--- src/rtl/sensor_input_conditioner.sv ---
// Input front end for the irrigation controller: synchronizes and debounces six raw
// field inputs, pulses per-channel change flags and filters tank-level inconsistencies.
module sensor_input_conditioner #(
    parameter int DEBOUNCE_CYCLES = 50000,
    parameter int CNT_W           = 16,
    parameter int FAULT_CYCLES    = 8
) (
    input  logic       clk,
    input  logic       rst,
    input  logic [5:0] raw_i,
    output logic [5:0] stable_o,
    output logic [5:0] change_o,
    output logic       level_fault_o
);

    localparam int                FCNT_W     = (FAULT_CYCLES > 1) ? $clog2(FAULT_CYCLES) : 1;
    localparam logic [CNT_W-1:0]  CNT_LAST   = CNT_W'(DEBOUNCE_CYCLES - 1);
    localparam logic [FCNT_W-1:0] FAULT_LAST = FCNT_W'(FAULT_CYCLES - 1);

    // Two-flop synchronizer; only s2_reg is allowed to reach the debounce logic.
    logic [5:0] s1_reg;
    logic [5:0] s2_reg;

    always_ff @(posedge clk) begin
        if (rst) begin
            s1_reg <= '0;
            s2_reg <= '0;
        end else begin
            s1_reg <= raw_i;
            s2_reg <= s1_reg;
        end
    end

    genvar gi;
    generate
        for (gi = 0; gi < 6; gi++) begin : g_chan
            logic [CNT_W-1:0] cnt_reg;
            logic [CNT_W-1:0] cnt_next;
            logic             stable_reg;
            logic             stable_next;
            logic             change_reg;
            logic             change_next;

            // Any cycle where s2 agrees with the stable value restarts the run.
            always_comb begin
                cnt_next    = cnt_reg;
                stable_next = stable_reg;
                change_next = 1'b0;
                if (s2_reg[gi] == stable_reg) begin
                    cnt_next = '0;
                end else if (cnt_reg == CNT_LAST) begin
                    cnt_next    = '0;
                    stable_next = s2_reg[gi];
                    change_next = 1'b1;
                end else begin
                    cnt_next = cnt_reg + 1'b1;
                end
            end

            always_ff @(posedge clk) begin
                if (rst) begin
                    cnt_reg    <= '0;
                    stable_reg <= 1'b0;
                    change_reg <= 1'b0;
                end else begin
                    cnt_reg    <= cnt_next;
                    stable_reg <= stable_next;
                    change_reg <= change_next;
                end
            end

            assign stable_o[gi] = stable_reg;
            assign change_o[gi] = change_reg;
        end
    endgenerate

    // Level switches must nest: high implies middle implies low.
    logic              level_inconsistent;
    logic [FCNT_W-1:0] fcnt_reg;
    logic [FCNT_W-1:0] fcnt_next;
    logic              fault_reg;
    logic              fault_next;

    assign level_inconsistent = (stable_o[2] & ~stable_o[1])
                              | (stable_o[1] & ~stable_o[0])
                              | (stable_o[2] & ~stable_o[0]);

    always_comb begin
        fcnt_next  = fcnt_reg;
        fault_next = fault_reg;
        if (!level_inconsistent) begin
            fcnt_next  = '0;
            fault_next = 1'b0;
        end else if (fcnt_reg == FAULT_LAST) begin
            fault_next = 1'b1;
        end else begin
            fcnt_next = fcnt_reg + 1'b1;
        end
    end

    always_ff @(posedge clk) begin
        if (rst) begin
            fcnt_reg  <= '0;
            fault_reg <= 1'b0;
        end else begin
            fcnt_reg  <= fcnt_next;
            fault_reg <= fault_next;
        end
    end

    assign level_fault_o = fault_reg;

endmodule

--- config.mk ---
export PLATFORM = sky130hd
export DESIGN_NAME = sensor_input_conditioner
export DESIGN_NICKNAME = d
export VERILOG_FILES = /design/src/rtl/sensor_input_conditioner.sv
export SDC_FILE = /design/constraint.sdc
export NUM_CORES = 1
export LEC_CHECK = 0
export ABC_AREA = 1
export CAP_MARGIN = 20
export CORE_ASPECT_RATIO = 0.6
export CORE_MARGIN = 2
export CORE_UTILIZATION = 30
export CTS_CLUSTER_DIAMETER = 100
export DETAILED_ROUTE_END_ITERATION = 7
export PLACE_DENSITY = 0.5
export SYNTH_ARGS = -nofsm -noshare
export SYNTH_HDL_FRONTEND = slang
export SYNTH_SLANG_ARGS = --single-unit
--- constraint.sdc ---
create_clock -name clk -period 1.3 [get_ports clk]
set_input_delay 0.26 -clock clk [delete_from_list [all_inputs] [get_ports clk]]
set_output_delay 0.26 -clock clk [all_outputs]
set_load 0.02 [all_outputs]
==> impl_metrics.tcl, run 1 <==
set metrics [dict create \
    outcome "complete, no violations" \
    stdcell_count 1227 \
    cp-startpoint "g_chan[5].cnt_reg[0]$_SDFF_PP0_" \
    cp-endpoint "g_chan[5].cnt_reg[6]$_SDFF_PP0_" \
    p_int_w 0.00705 \
    dp_hpwl_um 9810 \
    slew_headroom 0.631 \
    rsz0062_at_grt "yes" \
    fmax_mhz 782 \
    crit_path_start_kind "register" \
    dp_cells 1187 \
    worstSkewPairLatency_ns 0.41 \
    clkSlewWorstSetupHoldPaths_ns 0.06 \
    drtPass1Iterations 6 \
    largest_reg_flops 96 \
    routabilityCongestion 0.802 \
    layout_common_cells "nand2_1, nor2_1, dfxtp_1" \
    worstMarginPinSlew_ns 0.547 \
    ys_seq_area_frac 0.413 \
    rr_endpoint "g_chan[5].cnt_reg[6]$_SDFF_PP0_" \
    async_flop_share 0 \
    clk_path_buf_depth 2 \
    cts_tree "built" \
    synth_edf_count 0 \
    crit_type "register to register" \
    core_region_area_sq_um 19800 \
    cp-end-kind "register" \
    grt_pass1_wl_um 23400 \
    track_usage 0.137 \
    grt-ovfl-total 0 \
    switching_share 0.207 \
    die-area_sq_um 21200 \
    placed_area_sq_um 7010 \
    num_vias 5248 \
    final_common_cell "nand2_1" \
    drc_errors 0 \
    setup_viol 0 \
    wire_per_inst_um 11.4 \
    netlist_instances 832 \
    r2r_cells 6 \
    p_seq_frac 0.431 \
    power_frac_clock 0.550 \
    rows 40 \
    totalWireLength_um 14000 \
    synth_top_area_cell "dfxtp_1" \
    ys_types 30 \
    ys.flop_type "dfxtp_1" \
    drive_gt1_frac 0.304 \
    ys_ff_latch 124 \
    io_pins 21 \
    dieWidth_um 187 \
    vias_per_cell 4.28 \
    timing.rr.start "g_chan[5].cnt_reg[0]$_SDFF_PP0_" \
    die_y_um 114 \
    final-hold-violation-count 0 \
    layout.nets 958 \
    netlist_area_sq_um 6010 \
    drtAntennaViolNets 0 \
    drv_slew 0 \
    synth_fp_nets 848 \
    clock-skew-final_ns 0.00836 \
    grt_start_max_net_pins 17 \
    antenna_found_initial 0 \
    power-per-cell-area_nw_per_um2 1080 \
    ys_top_cells_by_area "dfxtp_1, nand2_1, nor2_1" \
    cap_viol_max_count 0 \
    r2r_slack_ns 0.02 \
    diodes 0 \
    avgSynthCellArea_sq_um 7.22 \
    area_growth_pct 36.5 \
    crit_arrival_ns 1.58 \
    postLayoutCoreUtil 0.414 \
    cts.sinks 124 \
    worstPathMaxFanout 4 \
    dr.first_iter.drc_count 293 \
    yosysTopAreaCellShare 0.413 \
    cts_buffers 17 \
    grt_pass1_vias 4728 \
    root_buffer "clkbuf_16" \
    power.leakage_nw 2.80 \
    critPathRequiredTime_ns 1.60 \
    vdd_ir_drop_max_v 0.000823 \
    port_buffers 20 \
    switchingPower_w 0.00184 \
    hold_class "primary input to register" \
    stdcell_area_sq_um 8200 \
    yosys_warnings 0 \
    fin_crit_ns 1.28 \
    pwr-share-comb 0.018 \
    period_share 0.984 \
    start_util 0.303 \
    htreeDepth 4 \
]
cells in the mapped netlist (all sizes together) (6+ instances only):
cell type,n
nor3,9
xor2,23
nand4,28
nand3,51
nand2,192
xnor2,22
or2,6
a21oi,42
dfxtp,124
inv,94
buf,20
ha,8
nor2,199
routing by layer:
layer  wire length, um  track usage
met1              8160        0.220
met2              5150        0.172
met3               538       0.0295
met4               131       0.0513
met5                 0            0
worst min-delay path by stage:
stage               depth (start not counted)                    to                 start
floorplan                                   2  s1_reg[0]$_SDFF_PP0_              raw_i[0]
global placement                            2  s2_reg[5]$_SDFF_PP0_  s1_reg[5]$_SDFF_PP0_
detailed placement                          2  s2_reg[2]$_SDFF_PP0_  s1_reg[2]$_SDFF_PP0_
CTS                                         3  s1_reg[2]$_SDFF_PP0_              raw_i[2]
global route                                3  s1_reg[2]$_SDFF_PP0_              raw_i[2]
finish                                      3  s1_reg[2]$_SDFF_PP0_              raw_i[2]
critical path, cell delays in order, from the launching register on:
cell and delay, ns:
dfxtp_2 0.35, ha_4 0.15, nand3_4 0.13, nor2_4 0.18, buf_4 0.15, xor2_4 0.16
nor2_4 0.05
through the flow:
stage | total power, W | worst slack (ns) | TNS (ns) | hold WS, ns
6_report | 0.00889 | 0.0206 | 0 | 0.370
5_1_grt | 0.00922 | -0.0359 | -0.238 | 0.387
4_1_cts | 0.00902 | -0.0431 | -0.0647 | 0.346
2_1_floorplan | 0.00400 | 0.000165 | 0 | 0.367
3_5_place_dp | 0.00405 | -0.219 | -16.88 | 0.396
3_3_place_gp | 0.00406 | -0.195 | -15.93 | 0.396
power groups by stage:
| stage | sequential (W) | combinational [W] | clock [W] |
|---|---|---|---|
| CTS | 0.00383 | 0.000155 | 0.00503 |
| floorplan | 0.00392 | 0.0000823 | 0 |
| detailed placement | 0.00392 | 0.000138 | 0 |
| global placement | 0.00392 | 0.000138 | 0 |
| global route | 0.00384 | 0.000182 | 0.00520 |
| finish | 0.00384 | 0.000164 | 0.00489 |
logic make-up after synthesis:
logic type / share of synthesized area
xor gates and xnor gates: 0.0656
AOI/OAI and AO/OA: 0.0460
DFF: 0.413
adders and majority gates: 0.0167
buffers and inverters: 0.0887
and+or+nand+nor: 0.370
area by class of cell:
class,count,area (sq um)
multi-input combinational,596,3510
timing repair buffer,109,850
inverter,94,353
clock buffer,21,470
fill,2041,11600
sequential,124,2530
tap,273,342
clock inverter,10,140
repair_timing:
item / CTS / global route
hold buffers: 0 / 0
endpoints found under the setup margin: 97 / 109
pin swaps: 7 / 35
setup buffers: 1 / 5
cloned: 3 / 0
gates resized for setup: 75 / 115
endpoints found under the hold margin: 0 / 0
Power figures use the tool's default switching activity.
==> run 2: changes to the inputs <==
--- a/config.mk
+++ b/config.mk
@@ -6,7 +6,7 @@
 export NUM_CORES = 1
 export LEC_CHECK = 0
 export ABC_AREA = 1
-export CAP_MARGIN = 20
+export CAP_MARGIN = 5
 export CORE_ASPECT_RATIO = 0.6
 export CORE_MARGIN = 2
 export CORE_UTILIZATION = 30
==> results of run 2 <==
Final layout, timing and power as in run 1 (identical DEF).
